$ cat src/rtl/store_commit_buffer_pkg.sv
`default_nettype none
// ============================================================================
//  Module      : store_commit_buffer_pkg
//  Description : Shared types and sizing constants for the store commit
//                buffer: data/mask/tag types, the buffer entry record and
//                the wrap-bit pointer type.
//  Revision    : 1.0 - initial release
// ============================================================================
package store_commit_buffer_pkg;

    // Buffer configuration. SB_DEPTH must be a power of two, minimum 2.
    localparam int XLEN      = 32;
    localparam int ROB_TAG_W = 5;
    localparam int SB_DEPTH  = 8;
    localparam int MASK_W    = XLEN / 8;
    localparam int SB_IDX_W  = $clog2(SB_DEPTH);
    localparam int SB_PTR_W  = SB_IDX_W + 1;

    typedef logic [XLEN-1:0]      xlen_data_t;
    typedef logic [MASK_W-1:0]    byte_mask_t;
    typedef logic [ROB_TAG_W-1:0] rob_tag_t;
    // Pointer = entry index plus one wrap bit (MSB) to tell full from empty.
    typedef logic [SB_PTR_W-1:0]  sb_ptr_t;
    typedef logic [SB_IDX_W-1:0]  sb_idx_t;

    typedef struct packed {
        logic       valid;
        logic       committed;
        xlen_data_t addr;
        xlen_data_t data;
        byte_mask_t mask;
        rob_tag_t   tag;
        logic       nonidem;
    } sb_entry_t;

    // Two byte addresses fall in the same aligned word.
    function automatic logic same_word(input xlen_data_t a, input xlen_data_t b);
        return a[XLEN-1:2] == b[XLEN-1:2];
    endfunction

endpackage : store_commit_buffer_pkg
`default_nettype wire

$ cat src/rtl/store_commit_buffer_if.sv
`default_nettype none
// ============================================================================
//  Module      : store_commit_buffer_if
//  Description : D-cache drain channel of the store commit buffer.
//                master : buffer side (drives request + payload)
//                slave  : D-cache side (drives acknowledge)
//  Ports       : dc_req_o, dc_addr_o, dc_data_o, dc_mask_o, dc_ack_i
//  Revision    : 1.0 - initial release
// ============================================================================
interface store_commit_buffer_if;
    import store_commit_buffer_pkg::*;

    logic       dc_req_o;
    xlen_data_t dc_addr_o;
    xlen_data_t dc_data_o;
    byte_mask_t dc_mask_o;
    logic       dc_ack_i;

    modport master (
        output dc_req_o,
        output dc_addr_o,
        output dc_data_o,
        output dc_mask_o,
        input  dc_ack_i
    );

    modport slave (
        input  dc_req_o,
        input  dc_addr_o,
        input  dc_data_o,
        input  dc_mask_o,
        output dc_ack_i
    );

endinterface : store_commit_buffer_if
`default_nettype wire

$ cat src/rtl/store_commit_buffer_sb_forward_search.sv
`default_nettype none
// ============================================================================
//  Module      : sb_forward_search
//  Description : Combinational store-to-load forwarding search. Scans the
//                entry array youngest-first, starting at tail-1 and wrapping
//                back towards head, and returns the first matching entry.
//  Ports       : entries_i          - buffer entry array
//                tail_i             - tail pointer (priority start)
//                find_addr_i/mask_i - load address and byte mask
//                hit_o/data_o/mask_o - youngest match; zero when no match
//  Revision    : 1.0 - initial release
// ============================================================================
module sb_forward_search
    import store_commit_buffer_pkg::*;
(
    input  sb_entry_t  entries_i [SB_DEPTH],
    input  sb_ptr_t    tail_i,
    input  xlen_data_t find_addr_i,
    input  byte_mask_t find_mask_i,
    output logic       hit_o,
    output xlen_data_t data_o,
    output byte_mask_t mask_o
);

    always_comb begin
        sb_idx_t    idx;
        byte_mask_t ovl;
        hit_o  = 1'b0;
        data_o = '0;
        mask_o = '0;
        idx    = '0;
        ovl    = '0;
        // k = 1 is the youngest slot (tail-1); k = SB_DEPTH lands on tail
        // itself, which only holds a valid entry when the buffer is full.
        for (int k = 1; k <= SB_DEPTH; k++) begin
            idx = tail_i[SB_IDX_W-1:0] - k[SB_IDX_W-1:0];
            ovl = entries_i[idx].mask & find_mask_i;
            if (!hit_o && entries_i[idx].valid &&
                same_word(entries_i[idx].addr, find_addr_i) && (ovl != '0)) begin
                hit_o  = 1'b1;
                data_o = entries_i[idx].data;
                mask_o = ovl;
            end
        end
    end

endmodule : sb_forward_search
`default_nettype wire

$ cat src/rtl/store_commit_buffer.sv
`default_nettype none
// ============================================================================
//  Module      : store_commit_buffer
//  Description : In-order buffer of executed stores. Entries are allocated
//                at tail, marked committed in order at cmt by the ROB, and
//                drained from head to the D-cache over a req/ack channel.
//                Provides youngest-first load forwarding and a registered
//                "non-idempotent store present" flag.
//  Ports       : clk_i, rst_i            - clock, sync active-high reset
//                flush_i                 - drop all uncommitted stores
//                instr_valid_i, store_allocate_*, store_non_idempotent_region_i
//                                        - store allocation from the LSU
//                commit_valid_i, commit_rob_tag_i - in-order ROB commit
//                sb_load_find_*, sb_load_forward_* - load forwarding
//                non_idempotent_instr_exists_o, full_o, empty_o,
//                commit_mismatch_o       - status
//                dc                      - D-cache drain channel (master)
//  Revision    : 1.0 - initial release
// ============================================================================
module store_commit_buffer
    import store_commit_buffer_pkg::*;
(
    input  logic       clk_i,
    input  logic       rst_i,
    input  logic       flush_i,
    input  logic       instr_valid_i,
    input  logic       store_allocate_i,
    input  xlen_data_t store_allocate_addr_i,
    input  xlen_data_t store_allocate_data_i,
    input  byte_mask_t store_allocate_mask_i,
    input  rob_tag_t   store_allocate_rob_tag_i,
    input  logic       store_non_idempotent_region_i,
    input  logic       commit_valid_i,
    input  rob_tag_t   commit_rob_tag_i,
    input  xlen_data_t sb_load_find_addr_i,
    input  byte_mask_t sb_load_find_mask_i,
    output logic       sb_load_forward_hit_o,
    output xlen_data_t sb_load_forward_data_o,
    output byte_mask_t sb_load_forward_mask_o,
    output logic       non_idempotent_instr_exists_o,
    output logic       full_o,
    output logic       empty_o,
    output logic       commit_mismatch_o,
    store_commit_buffer_if.master dc
);

    sb_entry_t entries_q [SB_DEPTH];
    sb_entry_t entries_d [SB_DEPTH];
    sb_ptr_t   head_q, head_d;
    sb_ptr_t   cmt_q,  cmt_d;
    sb_ptr_t   tail_q, tail_d;
    logic      mismatch_q, mismatch_d;
    logic      nonidem_q,  nonidem_d;

    sb_idx_t   w_head_idx;
    sb_idx_t   w_cmt_idx;
    sb_idx_t   w_tail_idx;
    logic      w_alloc;
    logic      w_commit_do;
    logic      w_pop;
    sb_entry_t w_head;

    assign w_head_idx = head_q[SB_IDX_W-1:0];
    assign w_cmt_idx  = cmt_q[SB_IDX_W-1:0];
    assign w_tail_idx = tail_q[SB_IDX_W-1:0];
    assign w_head     = entries_q[w_head_idx];

    // Status is decoded from registered pointers only, so a same-cycle pop
    // never makes room for a same-cycle allocate.
    assign empty_o = (tail_q == head_q);
    assign full_o  = (tail_q[SB_IDX_W] != head_q[SB_IDX_W]) &&
                     (w_tail_idx == w_head_idx);

    assign w_alloc     = instr_valid_i && store_allocate_i && !full_o && !flush_i;
    assign w_commit_do = commit_valid_i && (cmt_q != tail_q);

    // Drain channel: payload is zero unless a request is up.
    assign dc.dc_req_o  = w_head.valid && w_head.committed;
    assign dc.dc_addr_o = dc.dc_req_o ? {w_head.addr[XLEN-1:2], 2'b00} : '0;
    assign dc.dc_data_o = dc.dc_req_o ? w_head.data : '0;
    assign dc.dc_mask_o = dc.dc_req_o ? w_head.mask : '0;
    assign w_pop        = dc.dc_req_o && dc.dc_ack_i;

    // A commit with nothing uncommitted, or with the wrong tag, is flagged;
    // a wrong-tag commit still retires the entry at cmt.
    assign mismatch_d = commit_valid_i &&
                        (!w_commit_do || (entries_q[w_cmt_idx].tag != commit_rob_tag_i));

    always_comb begin
        entries_d = entries_q;
        head_d    = head_q;
        cmt_d     = cmt_q;
        tail_d    = tail_q;

        if (w_pop) begin
            entries_d[w_head_idx].valid = 1'b0;
            head_d = head_q + sb_ptr_t'(1);
        end

        if (w_commit_do) begin
            entries_d[w_cmt_idx].committed = 1'b1;
            cmt_d = cmt_q + sb_ptr_t'(1);
        end

        // Flush sees the same-cycle commit already applied, so that store
        // survives; everything still uncommitted is dropped.
        if (flush_i) begin
            for (int i = 0; i < SB_DEPTH; i++) begin
                if (entries_d[i].valid && !entries_d[i].committed) begin
                    entries_d[i].valid = 1'b0;
                end
            end
            tail_d = cmt_d;
        end else if (w_alloc) begin
            entries_d[w_tail_idx].valid     = 1'b1;
            entries_d[w_tail_idx].committed = 1'b0;
            entries_d[w_tail_idx].addr      = store_allocate_addr_i;
            entries_d[w_tail_idx].data      = store_allocate_data_i;
            entries_d[w_tail_idx].mask      = store_allocate_mask_i;
            entries_d[w_tail_idx].tag       = store_allocate_rob_tag_i;
            entries_d[w_tail_idx].nonidem   = store_non_idempotent_region_i;
            tail_d = tail_q + sb_ptr_t'(1);
        end
    end

    // Taken from next-state entries so the flag rises together with the
    // entry becoming visible and falls in the cycle after its ack.
    always_comb begin
        nonidem_d = 1'b0;
        for (int i = 0; i < SB_DEPTH; i++) begin
            nonidem_d = nonidem_d | (entries_d[i].valid & entries_d[i].nonidem);
        end
    end

    always_ff @(posedge clk_i) begin
        if (rst_i) begin
            for (int i = 0; i < SB_DEPTH; i++) begin
                entries_q[i] <= '0;
            end
            head_q     <= '0;
            cmt_q      <= '0;
            tail_q     <= '0;
            mismatch_q <= 1'b0;
            nonidem_q  <= 1'b0;
        end else begin
            for (int i = 0; i < SB_DEPTH; i++) begin
                entries_q[i] <= entries_d[i];
            end
            head_q     <= head_d;
            cmt_q      <= cmt_d;
            tail_q     <= tail_d;
            mismatch_q <= mismatch_d;
            nonidem_q  <= nonidem_d;
        end
    end

    assign commit_mismatch_o             = mismatch_q;
    assign non_idempotent_instr_exists_o = nonidem_q;

    sb_forward_search u_fwd (
        .entries_i   (entries_q),
        .tail_i      (tail_q),
        .find_addr_i (sb_load_find_addr_i),
        .find_mask_i (sb_load_find_mask_i),
        .hit_o       (sb_load_forward_hit_o),
        .data_o      (sb_load_forward_data_o),
        .mask_o      (sb_load_forward_mask_o)
    );

endmodule : store_commit_buffer
`default_nettype wire

$ cat src/flat_wrapper.sv
// flat-port wrapper written by rule: the top's interface ports become plain ports
module store_commit_buffer_flat import store_commit_buffer_pkg::*;
  (clk_i, rst_i, flush_i, instr_valid_i, store_allocate_i, store_allocate_addr_i, store_allocate_data_i, store_allocate_mask_i, store_allocate_rob_tag_i, store_non_idempotent_region_i, commit_valid_i, commit_rob_tag_i, sb_load_find_addr_i, sb_load_find_mask_i, sb_load_forward_hit_o, sb_load_forward_data_o, sb_load_forward_mask_o, non_idempotent_instr_exists_o, full_o, empty_o, commit_mismatch_o, dc_dc_req_o, dc_dc_addr_o, dc_dc_data_o, dc_dc_mask_o, dc_dc_ack_i);
  store_commit_buffer_if dc_i ();
  input  logic clk_i;
  input  logic rst_i;
  input  logic flush_i;
  input  logic instr_valid_i;
  input  logic store_allocate_i;
  input  xlen_data_t store_allocate_addr_i;
  input  xlen_data_t store_allocate_data_i;
  input  byte_mask_t store_allocate_mask_i;
  input  rob_tag_t store_allocate_rob_tag_i;
  input  logic store_non_idempotent_region_i;
  input  logic commit_valid_i;
  input  rob_tag_t commit_rob_tag_i;
  input  xlen_data_t sb_load_find_addr_i;
  input  byte_mask_t sb_load_find_mask_i;
  output logic sb_load_forward_hit_o;
  output xlen_data_t sb_load_forward_data_o;
  output byte_mask_t sb_load_forward_mask_o;
  output logic non_idempotent_instr_exists_o;
  output logic full_o;
  output logic empty_o;
  output logic commit_mismatch_o;
  output wire logic [$bits(dc_i.dc_req_o)-1:0] dc_dc_req_o;
  output wire logic [$bits(dc_i.dc_addr_o)-1:0] dc_dc_addr_o;
  output wire logic [$bits(dc_i.dc_data_o)-1:0] dc_dc_data_o;
  output wire logic [$bits(dc_i.dc_mask_o)-1:0] dc_dc_mask_o;
  input wire logic [$bits(dc_i.dc_ack_i)-1:0] dc_dc_ack_i;
  assign dc_dc_req_o = dc_i.dc_req_o;
  assign dc_dc_addr_o = dc_i.dc_addr_o;
  assign dc_dc_data_o = dc_i.dc_data_o;
  assign dc_dc_mask_o = dc_i.dc_mask_o;
  assign dc_i.dc_ack_i = dc_dc_ack_i;
  store_commit_buffer u_core (.clk_i(clk_i), .rst_i(rst_i), .flush_i(flush_i), .instr_valid_i(instr_valid_i), .store_allocate_i(store_allocate_i), .store_allocate_addr_i(store_allocate_addr_i), .store_allocate_data_i(store_allocate_data_i), .store_allocate_mask_i(store_allocate_mask_i), .store_allocate_rob_tag_i(store_allocate_rob_tag_i), .store_non_idempotent_region_i(store_non_idempotent_region_i), .commit_valid_i(commit_valid_i), .commit_rob_tag_i(commit_rob_tag_i), .sb_load_find_addr_i(sb_load_find_addr_i), .sb_load_find_mask_i(sb_load_find_mask_i), .sb_load_forward_hit_o(sb_load_forward_hit_o), .sb_load_forward_data_o(sb_load_forward_data_o), .sb_load_forward_mask_o(sb_load_forward_mask_o), .non_idempotent_instr_exists_o(non_idempotent_instr_exists_o), .full_o(full_o), .empty_o(empty_o), .commit_mismatch_o(commit_mismatch_o), .dc(dc_i));
endmodule
$ cat config.mk
export PLATFORM = sky130hd
export DESIGN_NAME = store_commit_buffer_flat
export DESIGN_NICKNAME = d
export VERILOG_FILES = /design/src/rtl/store_commit_buffer_pkg.sv /design/src/rtl/store_commit_buffer_if.sv /design/src/rtl/store_commit_buffer_sb_forward_search.sv /design/src/rtl/store_commit_buffer.sv /design/src/flat_wrapper.sv
export SDC_FILE = /design/constraint.sdc
export NUM_CORES = 2
export LEC_CHECK = 0
export BUFFER_PORTS_ARGS = -buffer_cell sky130_fd_sc_hd__buf_2
export CELL_PAD_IN_SITES_DETAIL_PLACEMENT = 1
export CELL_PAD_IN_SITES_GLOBAL_PLACEMENT = 1
export CORE_AREA = 2 2 322 388
export DETAILED_ROUTE_END_ITERATION = 10
export DIE_AREA = 0 0 324 390
export PLACE_DENSITY = 0.78
export SLEW_MARGIN = 20
export SYNTH_ARGS = -nofsm -noshare
export SYNTH_HDL_FRONTEND = slang
export SYNTH_SLANG_ARGS = --single-unit
$ cat constraint.sdc
create_clock -name clk_i -period 6.1 [get_ports clk_i]
set_input_delay 0.305 -clock clk_i [delete_from_list [all_inputs] [get_ports clk_i]]
set_output_delay 0.305 -clock clk_i [all_outputs]
set_load 0.02 [all_outputs]
Yosys cells after proc, flatten, opt, wreduce, memory -nomap -nowiden. Index checks and enable logic that the tools add are counted.

Bits in registers: 622. Input bits: 122. Output and inout bits: 110. Logic and storage cells: 314.

Add/subtract/negate cells: 10. $lt $le $gt $ge: 13. Eq/ne operators: 13. Multiplexer cells: 114. Bitwise operators: 33. Reduce and logical (&&, ||, !) cells: 70.

Operators by type and width (count): 608-bit bitwise mux (9); 76-bit binary-select mux with 3-bit select (10); 76-bit demux with 3-bit select (9); 608-bit 2-to-1 mux (3); 76-bit 2-to-1 mux (20); 75-bit 2-to-1 mux (10); 32-bit 2-to-1 mux (10); 30-bit equality test (8); 74-bit 2-to-1 mux (1); 4-bit 2-to-1 mux (12); 1-bit logical AND (42); 42-bit 2-to-1 mux (1); 4-bit >= comparator (second input constant) (10); 3-bit NOT with 4-bit output (10); 4-bit AND (8); 4-bit nonzero test (8); 1-bit 2-to-1 mux (25); 1-bit zero test (18); 6-bit 2-to-1 mux (3); 4-bit by 1-bit adder with 4-bit output (second input constant) (3); 4-bit by 1-bit less-than comparator with 1-bit output (second input constant) (3); 3-bit subtractor (second input constant) (4); 10-bit 2-to-1 mux (1); 1-bit AND (8); other kinds (10) (17).

Depth between registers and ports, before layout.
Word-level depth: 44. Gate-level depth with buffers: 28. Mapped depth without buffers: 13.

Hierarchy. A second synthesis with hierarchy kept.

Cell total of the unflattened synthesis: 5681. Area total of the unflattened synthesis: 53805.4 µm².

By module, submodules not included: sb_forward_search (instances 1, cells an instance 2485, area an instance 26913.3 µm², sequential area each 0.0 µm²); store_commit_buffer (instances 1, cells an instance 3196, area an instance 26892.0 µm², sequential area each 12451.9 µm²).

Least setup slack after synthesis. OpenSTA, ideal clock, no wires.

Path type: register to output. From: register u_core.tail_q[2]. To: output port sb_load_forward_data_o[25]. Arrival time: 5858 ps. Setup slack: -63 ps. Stages on the path, launching flop included: 24. Path buffers: 10. Cell sequence: dfxtp_1 buf_4 buf_2 inv_1 buf_2 buf_1 clkbuf_1 buf_1 ha_1 buf_2 buf_1 mux4_2 mux2i_1 xnor2_1 nor4_1 nand4_1 nor3_1 nor2_1 nand4b_1 nor2b_1 buf_2 buf_2 a32o_1 a31oi_1.

Cells in the longest elaborated chain, start to end: 44. Elaborated cells on any way between the ends: 108. Classes of those cells: add/sub (7); eq/ne (8); mux (39); bitwise (16); reduce/logical (38).

Ends and longest elaborated chain: from (decl) (line store_commit_buffer.sv:51) `sb_ptr_t tail_q, tail_d;`; from (signal assigned) (line store_commit_buffer.sv:151) `tail_q <= tail_d;`; 3-bit by 1-bit subtractor with 3-bit output (line store_commit_buffer_sb_forward_search.sv:36) `idx = tail_i[SB_IDX_W-1:0] - k[SB_IDX_W-1:0];`; 3-bit NOT with 4-bit output (implied by the code); 76-bit binary-select mux with 3-bit select; 76-bit 2-to-1 mux (implied by the code) (2 in a row) (line store_commit_buffer_sb_forward_search.sv:41) `data_o = entries_i[idx].data;`; 30-bit equality test / 4-bit AND (equally long branches) (line store_commit_buffer_pkg.sv:38, store_commit_buffer_sb_forward_search.sv:37); 1-bit logical AND / 4-bit nonzero test (equally long branches) (line store_commit_buffer_sb_forward_search.sv:38, store_commit_buffer_sb_forward_search.sv:39); 1-bit logical AND (line store_commit_buffer_sb_forward_search.sv:39) `same_word(entries_i[idx].addr, find_addr_i) && (ovl != '0)) begin`; 1-bit 2-to-1 mux (line store_commit_buffer_sb_forward_search.sv:38) `if (!hit_o && entries_i[idx].valid &&`; [... 25 more ...]; 1-bit zero test (line store_commit_buffer_sb_forward_search.sv:38); 1-bit logical AND (2 in a row) (line store_commit_buffer_sb_forward_search.sv:38); 1-bit logical AND (line store_commit_buffer_sb_forward_search.sv:39); 1-bit 2-to-1 mux (line store_commit_buffer_sb_forward_search.sv:38); 1-bit zero test (line store_commit_buffer_sb_forward_search.sv:38); 1-bit logical AND (2 in a row) (line store_commit_buffer_sb_forward_search.sv:38); 1-bit logical AND (line store_commit_buffer_sb_forward_search.sv:39); 32-bit 2-to-1 mux * (line store_commit_buffer_sb_forward_search.sv:38); to (decl) (line flat_wrapper.sv:20) `output xlen_data_t sb_load_forward_data_o;`.

Mark *: on every way between the ends. The rest lies on a longest branch, timed or not. The select of a mux whose other input is x is not followed.

Final worst setup path.
From: register u_core.tail_q[1]. To: output port sb_load_forward_mask_o[0].

Cells in the longest elaborated chain, start to end: 44. Elaborated cells on any way between the ends: 108. Classes of those cells: add/sub (7); eq/ne (8); mux (39); bitwise (16); reduce/logical (38).

Ends and longest elaborated chain: 3-bit by 1-bit subtractor with 3-bit output (line store_commit_buffer_sb_forward_search.sv:36); 3-bit NOT with 4-bit output (implied by the code) (line store_commit_buffer_sb_forward_search.sv:37, store_commit_buffer_sb_forward_search.sv:38, store_commit_buffer_sb_forward_search.sv:39); 76-bit binary-select mux with 3-bit select (line store_commit_buffer_sb_forward_search.sv:37, store_commit_buffer_sb_forward_search.sv:38, store_commit_buffer_sb_forward_search.sv:39); 76-bit 2-to-1 mux (2 in a row); 30-bit equality test / 4-bit AND (equally long branches) (line store_commit_buffer_pkg.sv:38, store_commit_buffer_sb_forward_search.sv:37); 1-bit logical AND / 4-bit nonzero test (equally long branches) (line store_commit_buffer_sb_forward_search.sv:38, store_commit_buffer_sb_forward_search.sv:39); 1-bit logical AND (line store_commit_buffer_sb_forward_search.sv:39); 1-bit 2-to-1 mux (line store_commit_buffer_sb_forward_search.sv:38); [... 25 more ...]; 1-bit zero test (line store_commit_buffer_sb_forward_search.sv:38); 1-bit logical AND (2 in a row) (line store_commit_buffer_sb_forward_search.sv:38); 1-bit logical AND (line store_commit_buffer_sb_forward_search.sv:39); 1-bit 2-to-1 mux (line store_commit_buffer_sb_forward_search.sv:38); 1-bit zero test (line store_commit_buffer_sb_forward_search.sv:38); 1-bit logical AND (2 in a row) (line store_commit_buffer_sb_forward_search.sv:38); 1-bit logical AND (line store_commit_buffer_sb_forward_search.sv:39); 4-bit 2-to-1 mux * (line store_commit_buffer_sb_forward_search.sv:38); to (decl) (line flat_wrapper.sv:21) `output byte_mask_t sb_load_forward_mask_o;`.

Marks and branches as above.

==> flow_metrics.env <==
export IMPL_status="finished with violations"
export IMPL_violations="setup timing"
export IMPL_rows=141
export IMPL_seq_area_frac_synth=0.221
export IMPL_initialDrtViolationCount=6319
export IMPL_cts_sinks=606
export IMPL_crit_required_ns=5.79
export IMPL_syn_cell_area_mm2=0.0549
export IMPL_clock_skew_ns=0.0436
export IMPL_arrival_ns=5.81
export IMPL_synth_cell_types=84
export IMPL_antenna_found_initial=18
export IMPL_hold_violations=0
export IMPL_drcViolationCount=0
export IMPL_critPathCaptureType="output port"
export IMPL_die_area_mm2=0.126
export IMPL_relSlewSlack=0.275
export IMPL_initial_utilization=0.448
export IMPL_final_nets=5870
export IMPL_syn_inst=5802
export IMPL_routabilityCongestion=1.08
export IMPL_async_flop_share=0
export IMPL_final_setup_worst_slack_ns=-0.0199
export IMPL_grt_use_total=0.384
export IMPL_cts_made_buffers=73
export IMPL_reg2reg_from="u_core.tail_q[1]"
export IMPL_hold_path_startpoint="flush_i"
export IMPL_vias_per_cell=7.14
export IMPL_port_buffers=225
export IMPL_synthDominantCellAreaShare=0.313
export IMPL_routed_wl_um=248000
export IMPL_worstSetupPathType="flop to output port"
export IMPL_clk_latency_ns=0.73
export IMPL_synth_ff_type="dfxtp_1"
export IMPL_ys_warn_count=0
export IMPL_cp_max_fo=14
export IMPL_ant_nets=0
export IMPL_pin_count=232
export IMPL_avgSynthCellArea_um2=9.46
export IMPL_tightest_slew_ns=1.09
export IMPL_cts_tree="done"
export IMPL_grt_pass1_wl_um=361000
export IMPL_dp_hpwl_um=160000
export IMPL_min_period_over_period=1.00
export IMPL_clk_pin_slew_worst_paths_ns=0.06
export IMPL_core_mm2=0.123
export IMPL_drive_above_1_share=0.257
export IMPL_drtPass1Iterations=6
export IMPL_multiInputGateArea_mm2=0.0398
export IMPL_finalSetupViolations=2
export IMPL_maxCapViolCount=0
export IMPL_min_period_ns=6.12
export IMPL_die_height_um=390
export IMPL_max_freq_mhz=163
export IMPL_routedWlPerCell_um=33.2
export IMPL_power_mw=12.7
export IMPL_cts_root_buf="clkbuf_16"
export IMPL_powerDensity_mw_per_mm2=209
export IMPL_htreeDepth=3
export IMPL_yosys_register_bits=606
export IMPL_crit_start="u_core.tail_q[1]"
export IMPL_start_kind="flop"
export IMPL_via_count=53200
export IMPL_cellLeakagePower_nw=19.5
export IMPL_ir_worst_vdd_uv=250
export IMPL_grt_max_degree=157
export IMPL_fill_cells=13700
export IMPL_seq_area_mm2=0.0122
export IMPL_grt_pass1_vias=54300
export IMPL_grt_ovfl_total=0
export IMPL_area_growth_syn_to_layout_pct=10.6
export IMPL_synth_largest_area_cell="mux4_2"
export IMPL_clockBufferDepth=3
export IMPL_yosys_top_cells_area="mux4_2 31%, dfxtp_1 22%, nand2_1 9.6%"
export IMPL_synth_edf_count=0
export IMPL_hp_class="primary input to flop"
export IMPL_slew_viol_final=0
export IMPL_place_ws_ns=0.0720
export IMPL_die_w_um=324
cell usage in the layout (no fill, tap or decap), drive strengths merged, types with 13 or more instances in the layout:
cell type,count
o22ai,24
nor2,150
or3,13
o32a,33
nor4,36
a211oi,39
inv,24
nand4,41
and2,20
a22o,14
xor2,50
mux2,54
a21oi,696
nor2b,47
mux4,764
o21ai,93
a31oi,46
dlygate4sd3,75
nor3,27
xnor2,197
clkinv,16
clkbuf,111
dfxtp,606
nand3,65
a221oi,41
a32o,36
buf,442
mux2i,489
diode,13
nand2,1406
cells by family after synthesis:
kind of cell,share of synthesized area
DFF,0.221
adders and majority gates,0.00182
xor gates and xnor gates,0.0397
muxes,0.414
and+or+nand+nor,0.139
AOI/OAI and AO/OA,0.122
other,0.0000683
buffers and inverters,0.0621
registers in the layout, summed over array words and instances (netlist names):
signal	count
u_core.cmt_q	4
u_core.commit_mismatch_o	1
u_core.entries_q	592
u_core.head_q	4
u_core.non_idempotent_instr_exists_o	1
u_core.tail_q	4
Yosys cell counts, types with 48 or more instances:
cell,count
buf_1,64
dfxtp_1,606
xnor2_1,197
clkbuf_1,303
a21oi_1,696
nand3_1,65
o21ai_0,63
mux2i_1,489
mux2_2,54
nor2_1,150
buf_2,141
buf_4,124
mux4_2,762
nand2_1,1406
xor2_1,48
critical path, stage by stage, from the launching register on:
cell and delay [ns]:
dfxtp_4 0.40, clkinvlp_4 0.17, ha_4 0.39, buf_6 0.23, mux4_2 0.55, mux2i_4 0.29, xnor2_1 0.27, nor4_2 0.49
nand4_1 0.26, nor3_2 0.35, buf_4 0.19, nor2_1 0.04, nand4b_1 0.24, buf_4 0.18, nor2b_4 0.07, buf_4 0.16
a32o_1 0.21, a21oi_2 0.27, buf_4 0.19, buf_2 0.16
power by group:
part	internal [mW]	switching, mW	leakage [nW]	total [mW]
logic	1.61	2.37	13.4	3.98
registers	4.01	0.115	4.89	4.12
clock network	2.61	2.00	1.19	4.62
total	8.23	4.49	19.5	12.7
what timing repair did:
action	in CTS	in global routing
pin swaps	4	11
buffers inserted	14	16
resized for setup	20	41
hold buffers	75	0
hold endpoints to repair	573	0
gates cloned	0	4
setup endpoints to repair	36	36
layer usage:
metal,GRT usage,routed length [um],share of wire,up-vias
met5,0,86,0.00035,-
met3,0.101,25000,0.10,1046
li1,-,-,-,21500
met1,0.434,84400,0.34,27200
met2,0.622,118000,0.48,3519
met4,0.290,20400,0.082,12
per-stage QoR:
stage	std cells	cell area [um2]	hold slack, ns	TNS (ns)	util
after detailed placement	7200	56800	0.447	0	0.463
final	7455	60700	0.115	-0.0302	0.495
after global routing	7448	60700	0.124	-1.21	0.495
after floorplan	5803	54900	0.433	0	-
after global placement	7200	56800	0.438	0	0.463
after CTS	7422	60300	0.0537	-0.0552	0.492
worst paths after layout:
path                                           to  cells after the start  slack [ns]
min reg2reg                 u_core.entries_q[229]                      2        0.46
min                              u_core.tail_q[3]                      3        0.11
max                     sb_load_forward_mask_o[0]                     19       -0.02
max reg2reg  u_core.non_idempotent_instr_exists_o                     13        1.31
cell type report:
type / instances / area share
Tap cell: 1644 / 0.0339
Antenna cell: 13 / 0.000536
Timing Repair Buffer: 521 / 0.0686
Multi-Input combinational cell: 4514 / 0.655
Sequential cell: 606 / 0.200
Clock buffer: 107 / 0.0352
Clock inverter: 26 / 0.00490
Inverter: 24 / 0.00167
No activity file was read; power rests on OpenSTA's default activity.
